==> config.mk <==
export PLATFORM = sky130hd
export DESIGN_NAME = reg_dump_reader_flat
export DESIGN_NICKNAME = d
export VERILOG_FILES = /design/src/rtl/reg_dump_reader_pkg.sv /design/src/rtl/reg_dump_reader_if.sv /design/src/rtl/reg_dump_reader_csum_acc.sv /design/src/rtl/reg_dump_reader.sv /design/src/flat_wrapper.sv
export SDC_FILE = /design/constraint.sdc
export NUM_CORES = 1
export LEC_CHECK = 0
export ABC_AREA = 1
export CORE_MARGIN = 8
export CORE_UTILIZATION = 44
export DETAILED_ROUTE_END_ITERATION = 7
export GPL_ROUTABILITY_DRIVEN = 0
export MAX_ROUTING_LAYER = met4
export PLACE_DENSITY = 0.9
export SLEW_MARGIN = 15
export SYNTH_ARGS = -nofsm -noshare
export SYNTH_HDL_FRONTEND = slang
export SYNTH_SLANG_ARGS = --single-unit
==> constraint.sdc <==
create_clock -name clk -period 2.1 [get_ports clk]
set_input_delay 0.42 -clock clk [delete_from_list [all_inputs] [get_ports clk]]
set_output_delay 0.42 -clock clk [all_outputs]
set_load 0.1 [all_outputs]
==> src/rtl/reg_dump_reader_pkg.sv <==
// rtl/reg_dump_reader_pkg.sv - shared register-file geometry and dump FSM encoding
// Optional macro REG_DUMP_CHECKSUM_EN adds the CSUM state.
package reg_dump_reader_pkg;

    localparam int RS_WIDTH       = 5;
    localparam int REG_DATA_WIDTH = 32;
    localparam int REG_SIZE       = 32;

    typedef enum logic [2:0] {
        ST_IDLE,
        ST_HALT,
        ST_READ,
        ST_SEND,
        ST_DONE
`ifdef REG_DUMP_CHECKSUM_EN
        ,
        ST_CSUM
`endif
    } dump_state_e;

    function automatic logic is_last_index(input logic [RS_WIDTH-1:0] idx);
        return idx == RS_WIDTH'(REG_SIZE - 1);
    endfunction

endpackage

==> src/rtl/reg_dump_reader_if.sv <==
// rtl/reg_dump_reader_if.sv - dump output stream (valid/ready beat with index and flags)
// out_csum is only ever set when REG_DUMP_CHECKSUM_EN is defined.
interface reg_dump_reader_if;
    import reg_dump_reader_pkg::*;

    logic                      out_valid;
    logic                      out_ready;
    logic [REG_DATA_WIDTH-1:0] out_data;
    logic [RS_WIDTH-1:0]       out_index;
    logic                      out_last;
    logic                      out_csum;

    modport master (
        output out_valid, out_data, out_index, out_last, out_csum,
        input  out_ready
    );

    modport slave (
        input  out_valid, out_data, out_index, out_last, out_csum,
        output out_ready
    );
endinterface

==> src/rtl/reg_dump_reader_csum_acc.sv <==
// rtl/reg_dump_reader_csum_acc.sv - XOR accumulator with clear/enable for the dump checksum
// Instantiated by reg_dump_reader only when REG_DUMP_CHECKSUM_EN is defined.
module dump_csum_acc #(
    parameter int WIDTH = 32
) (
    input  logic             clk,
    input  logic             rst,
    input  logic             clear,
    input  logic             enable,
    input  logic [WIDTH-1:0] din,
    output logic [WIDTH-1:0] acc
);
    always_ff @(posedge clk) begin
        if (rst || clear) begin
            acc <= '0;
        end else if (enable) begin
            acc <= acc ^ din;
        end
    end
endmodule

==> src/rtl/reg_dump_reader.sv <==
// rtl/reg_dump_reader.sv - halts the core and streams registers 0..REG_SIZE-1 from a spare read port
// REG_DUMP_CHECKSUM_EN appends an XOR checksum beat flagged with out_csum.
module reg_dump_reader
    import reg_dump_reader_pkg::*;
(
    input  logic                      clk,
    input  logic                      rst,
    input  logic                      start,
    output logic                      halt_req,
    input  logic                      halt_ack,
    output logic [RS_WIDTH-1:0]       rd_addr,
    input  logic [REG_DATA_WIDTH-1:0] rd_data,
    reg_dump_reader_if.master         stream,
    output logic                      busy,
    output logic                      done
);
    dump_state_e               state_q, state_d;
    logic [RS_WIDTH-1:0]       index_q;
    logic                      idx_clr, idx_inc, load_beat;
    logic [REG_DATA_WIDTH-1:0] data_q;
    logic [RS_WIDTH-1:0]       beat_index_q;
    logic                      last_q;
    logic                      csum_flag_q;
    logic                      out_valid;

`ifdef REG_DUMP_CHECKSUM_EN
    logic                      csum_clr, csum_en, load_csum;
    logic [REG_DATA_WIDTH-1:0] csum_acc;

    dump_csum_acc #(.WIDTH(REG_DATA_WIDTH)) u_csum (
        .clk    (clk),
        .rst    (rst),
        .clear  (csum_clr),
        .enable (csum_en),
        .din    (rd_data),
        .acc    (csum_acc)
    );
`endif

    always_ff @(posedge clk) begin
        if (rst) begin
            state_q <= ST_IDLE;
        end else begin
            state_q <= state_d;
        end
    end

    always_comb begin
        state_d   = state_q;
        halt_req  = 1'b0;
        busy      = 1'b0;
        done      = 1'b0;
        rd_addr   = '0;
        out_valid = 1'b0;
        idx_clr   = 1'b0;
        idx_inc   = 1'b0;
        load_beat = 1'b0;
`ifdef REG_DUMP_CHECKSUM_EN
        csum_clr  = 1'b0;
        csum_en   = 1'b0;
        load_csum = 1'b0;
`endif
        unique case (state_q)
            ST_IDLE: begin
                if (start) begin
                    state_d = ST_HALT;
                    idx_clr = 1'b1;
`ifdef REG_DUMP_CHECKSUM_EN
                    csum_clr = 1'b1;
`endif
                end
            end
            ST_HALT: begin
                halt_req = 1'b1;
                busy     = 1'b1;
                if (halt_ack) state_d = ST_READ;
            end
            ST_READ: begin
                halt_req  = 1'b1;
                busy      = 1'b1;
                rd_addr   = index_q;
                load_beat = 1'b1;
`ifdef REG_DUMP_CHECKSUM_EN
                csum_en   = 1'b1;
`endif
                state_d   = ST_SEND;
            end
            ST_SEND: begin
                halt_req  = 1'b1;
                busy      = 1'b1;
                out_valid = 1'b1;
                if (stream.out_ready) begin
                    // Terminal test comes before the increment, so the index never wraps.
                    if (is_last_index(index_q)) begin
`ifdef REG_DUMP_CHECKSUM_EN
                        state_d   = ST_CSUM;
                        load_csum = 1'b1;
`else
                        state_d   = ST_DONE;
`endif
                    end else begin
                        idx_inc = 1'b1;
                        state_d = ST_READ;
                    end
                end
            end
`ifdef REG_DUMP_CHECKSUM_EN
            ST_CSUM: begin
                halt_req  = 1'b1;
                busy      = 1'b1;
                out_valid = 1'b1;
                if (stream.out_ready) state_d = ST_DONE;
            end
`endif
            ST_DONE: begin
                done    = 1'b1;
                state_d = ST_IDLE;
            end
            default: state_d = ST_IDLE;
        endcase
    end

    always_ff @(posedge clk) begin
        if (rst) begin
            index_q      <= '0;
            data_q       <= '0;
            beat_index_q <= '0;
            last_q       <= 1'b0;
            csum_flag_q  <= 1'b0;
        end else begin
            if (idx_clr) begin
                index_q <= '0;
            end else if (idx_inc) begin
                index_q <= index_q + 1'b1;
            end
            if (load_beat) begin
                data_q       <= rd_data;
                beat_index_q <= index_q;
                csum_flag_q  <= 1'b0;
`ifdef REG_DUMP_CHECKSUM_EN
                last_q       <= 1'b0;
            end else if (load_csum) begin
                data_q       <= csum_acc;
                beat_index_q <= '0;
                last_q       <= 1'b1;
                csum_flag_q  <= 1'b1;
`else
                last_q       <= is_last_index(index_q);
`endif
            end
        end
    end

    assign stream.out_valid = out_valid;
    assign stream.out_data  = data_q;
    assign stream.out_index = beat_index_q;
    assign stream.out_last  = last_q;
    assign stream.out_csum  = csum_flag_q;
endmodule

==> src/flat_wrapper.sv <==
// flat-port wrapper written by rule: the top's interface ports become plain ports
module reg_dump_reader_flat import reg_dump_reader_pkg::*;
  (clk, rst, start, halt_req, halt_ack, rd_addr, rd_data, busy, done, stream_out_valid, stream_out_data, stream_out_index, stream_out_last, stream_out_csum, stream_out_ready);
  reg_dump_reader_if stream_i ();
  input  logic clk;
  input  logic rst;
  input  logic start;
  output logic halt_req;
  input  logic halt_ack;
  output logic [RS_WIDTH-1:0] rd_addr;
  input  logic [REG_DATA_WIDTH-1:0] rd_data;
  output logic busy;
  output logic done;
  output wire logic [$bits(stream_i.out_valid)-1:0] stream_out_valid;
  output wire logic [$bits(stream_i.out_data)-1:0] stream_out_data;
  output wire logic [$bits(stream_i.out_index)-1:0] stream_out_index;
  output wire logic [$bits(stream_i.out_last)-1:0] stream_out_last;
  output wire logic [$bits(stream_i.out_csum)-1:0] stream_out_csum;
  input wire logic [$bits(stream_i.out_ready)-1:0] stream_out_ready;
  assign stream_out_valid = stream_i.out_valid;
  assign stream_out_data = stream_i.out_data;
  assign stream_out_index = stream_i.out_index;
  assign stream_out_last = stream_i.out_last;
  assign stream_out_csum = stream_i.out_csum;
  assign stream_i.out_ready = stream_out_ready;
  reg_dump_reader u_core (.clk(clk), .rst(rst), .start(start), .halt_req(halt_req), .halt_ack(halt_ack), .rd_addr(rd_addr), .rd_data(rd_data), .stream(stream_i), .busy(busy), .done(done));
endmodule
---- Word level (Yosys, flattened, before mapping) ----
Cells that the tools add are included.
operators by class
  multiplexer cells ....................... 15
  add/subtract/negate cells ............... 1
  equality and inequality tests ........... 8
  reduce and logical (&&, ||, !) cells .... 4
operator list
  kind                                                                    number
  3-bit two-way mux                                                       4
  3-bit one-hot mux with 4 select lines                                   1
  1-bit two-way mux                                                       9
  3-bit by 2-bit equality test with 1-bit output (second input constant)  2
  2-bit != test (second input constant)                                   3
  5-bit by 1-bit adder with 5-bit output (second input constant)          1
  5-bit equality test (second input constant)                             1
  5-bit two-way mux                                                       1
  3-bit by 1-bit equality test with 1-bit output (second input constant)  1
  3-bit equality test (second input constant)                             1
  3-bit zero test                                                         1
  3-bit AND reduction                                                     1
  3-bit OR reduction                                                      1
  2-bit OR reduction                                                      1
word-level totals
  input port bits ......................... 37
  flip-flop bits (word level) ............. 46
  word-level logic and storage cells ...... 33
  output and inout bits ................... 48

---- Depth between registers and ports, before layout ----
  depth in word-level cells ............... 4
  mapped depth ............................ 9

---- Least setup slack after synthesis ----
Ideal clock, no wire load.
  path kind ............................... flip-flop to output port
  start ................................... register u_core.state_q[2]
  end ..................................... output port done
  path buffers ............................ 0
  cell stages (with the launch flop) ...... 3
  setup slack ............................. -869 ps
  data arrival time ....................... 2,549 ps
  cells stage by stage .................... dfxtp_1 inv_2 nor3_1
on the way
  word-level cells in the longest chain between the ends .. 2
ends and longest elaborated chain
  what                    RTL line               RTL
  from (decl)             reg_dump_reader.sv:17  dump_state_e state_q, state_d;
  from (signal assigned)  reg_dump_reader.sv:44  state_q <= state_d;
  3-bit equality test     reg_dump_reader.sv:63  unique case (state_q)
  1-bit two-way mux       reg_dump_reader.sv:63
  to (decl)               flat_wrapper.sv:13     output logic done;
No other way between the ends.

---- Final worst setup path ----
  start ................................... register u_core.state_q[2]
  end ..................................... output port rd_addr[2]
on the way
  word-level cells in the longest chain between the ends .. 2
ends and longest elaborated chain
  what                                            RTL line               RTL
  3-bit by 2-bit equality test with 1-bit output  reg_dump_reader.sv:63
  5-bit two-way mux                               reg_dump_reader.sv:63
  to (decl)                                       flat_wrapper.sv:10     output logic [RS_WIDTH-1:0] rd_addr;
No other way between the ends.

==> metrics <==
drt first-iter violations=60; CP peak stage delay=390 ps; layout cells sized above 1=27.1%; WL/cell=13.6 µm; grt ovf=0; first-pass GRT wire length=7.72 mm; CORE AREA=4260 µm²; Crit path top cell by count=inv_2; Synth async-reset ratio=0%; VDD IR max=408 µV; Post-Synthesis Mean Instance Area=7.86 µm²; 1st-pass router iterations=4; clk_skew=4.00 ps; CP Data Arrival Time=1410 ps; placed cell area=2720 µm²; starting density of the core=44.4%; post-CTS sizing=0; Final period util=87.2%; # rows=24; # fillers=374; vias in the first global route=1674; cts bufs inserted=5; Residual DRC=0; WP buf/inv=4; Final Cell Area=2800 µm²; largest net degree at the start of global routing=39; vias per inst=4.68; crit path max fanout=7; Die Y=81.6 µm; Max Cap Viol=0; Overall Global Routing Usage=15.1%; Static Leakage=1.16 nW; Pwr Density=866 nW/µm²; Synth Cell Area=1890 µm²; flops & latches, synth=46; count of final max-slew check failures=0; DRT Wirelength=5.09 mm; HPWL Detailed=3.81 mm; Slowest cell on crit path=dfxtp_1; CTS tree=built; delay-heaviest family, CP=buffers and inverters; die area=6660 µm²; pre-CTS WS=515 ps; clock latency on the worst-skew pair=280 ps; Post-Synthesis Cells=241; CP Capture Type=primary output; RSZ-0062 raised after global routing=no; Setup Fix Bufs, Post-CTS=0; Final min period=1830 ps; Worst-path clk slew=80 ps; Distinct cells, synth=23; cts hold-fix bufs=0; startpoint class of the critical path=flop; WP data required=1680 ps; initial antenna violation count=0; port bufs=83; CTS Sinks=46; Top-Level Pins=85; outcome=finished, final reports clean; worst setup margin=269 ps; Seq/Total Area, Yosys=48.6%; ANT nets after route=0; Layout Nets=360; Max H-tree Level=2; count of final setup violators=0; Setup CP Type=flop to primary output; fmax=0.546 GHz; Layout area overhead=47.9%; DR vias=1747; root buffer cell=clkbuf_8; Synthesis Warnings=0; Synth Net Count=280; worst hold path type=primary input to flop; total inserted antenna cells=0; Chip Width=81.6 µm; Post-synth EDFFs=0; final-report hold violation count=0; crit-path cells=inv_2 > nand3_4 > inv_2 > nand2_1 > inv_1 > buf_12; predominant post-synthesis flop cell=dfxtp_1; clk buf depth=2
-- final timing paths --
check        slack (ps)  cells after the start                    endpoint                  startpoint
max                 270                      6                  rd_addr[2]           u_core.state_q[2]
min                 420                      2  u_core.stream.out_index[2]                         rst
max reg2reg         500                      9           u_core.index_q[3]           u_core.index_q[0]
min reg2reg         470                      2  u_core.stream.out_data[24]  u_core.stream.out_data[24]
-- state kept, by name, indices dropped and copies added, names as in the netlist --
signal,flops
u_core.stream.out_index,5
u_core.index_q,5
u_core.stream.out_last,1
u_core.stream.out_data,32
u_core.state_q,3
-- cells in the mapped netlist (all sizes together) (2+ instances only) --
cell / instances / area [µm²]
dfxtp: 46 / 921
buf: 11 / 92.6
inv: 14 / 52.6
nor3: 3 / 15.0
clkbuf: 4 / 15.0
ha: 2 / 25.0
nand2: 95 / 359
nand3: 7 / 47.6
a21oi: 44 / 292
nor2: 10 / 45.0
-- layer usage --
layer	track usage, %	share of wire, %
met3	4.49	7.5
met2	25.6	50
met1	16.2	40
met5	-	0
met4	5.61	2.0
-- placed cells by master, fill, tap and decap left out --
master,n
inv_2,2
a21oi_1,25
inv_1,12
a21oi_2,19
conb_1,1
xor2_1,1
nor3_1,2
and2_1,1
clkdlybuf4s50_1,35
nor3_2,1
buf_12,9
buf_2,1
clkbuf_8,5
nor2_4,2
nand2_1,94
nand4_1,1
nand3_1,6
ha_1,2
buf_4,43
nor2_1,8
nand3_4,1
nand2_2,1
clkinv_2,3
dfxtp_1,46
-- report_power, final --
| part | total, mW | internal, mW | switching (mW) | leakage, nW |
|---|---|---|---|---|
| combinational | 0.958 | 0.252 | 0.706 | 0.740 |
| clock | 0.496 | 0.224 | 0.273 | 0.0438 |
| sequential | 0.973 | 0.934 | 0.0384 | 0.374 |
-- cells by family after synthesis --
logic type | Yosys count | synth area share [%]
xor gates and xnor gates | 1 | 0.462
and+or+nand+nor | 117 | 25.3
other | 1 | 0.198
buffers and inverters | 30 | 8.72
adders and majority gates | 2 | 1.32
AOI/OAI and AO/OA | 44 | 15.4
DFF | 46 | 48.6
-- area by class of cell --
type | instances | area, µm² | share of cell area (%)
Clock buffer | 5 | 68.8 | 2.46
Tap cell | 52 | 65.1 | 2.32
Inverter | 15 | 57.6 | 2.05
Timing Repair Buffer | 88 | 858 | 30.6
Multi-Input combinational cell | 165 | 821 | 29.3
Sequential cell | 46 | 921 | 32.9
Clock inverter | 2 | 10.0 | 0.357
-- through the flow --
step | setup TNS (ps) | util [%] | hold WS [ps] | total power, mW | std cells
6_report | 0 | 65.7 | 421 | 2.43 | 373
2_1_floorplan | -64.9 | - | 463 | 1.73 | 241
3_3_place_gp | 0 | 63.8 | 452 | 1.95 | 366
5_1_grt | 0 | 65.7 | 408 | 2.54 | 373
3_5_place_dp | 0 | 63.8 | 455 | 1.96 | 366
4_1_cts | 0 | 65.7 | 415 | 2.45 | 373
Power figures use the tool's default switching activity.
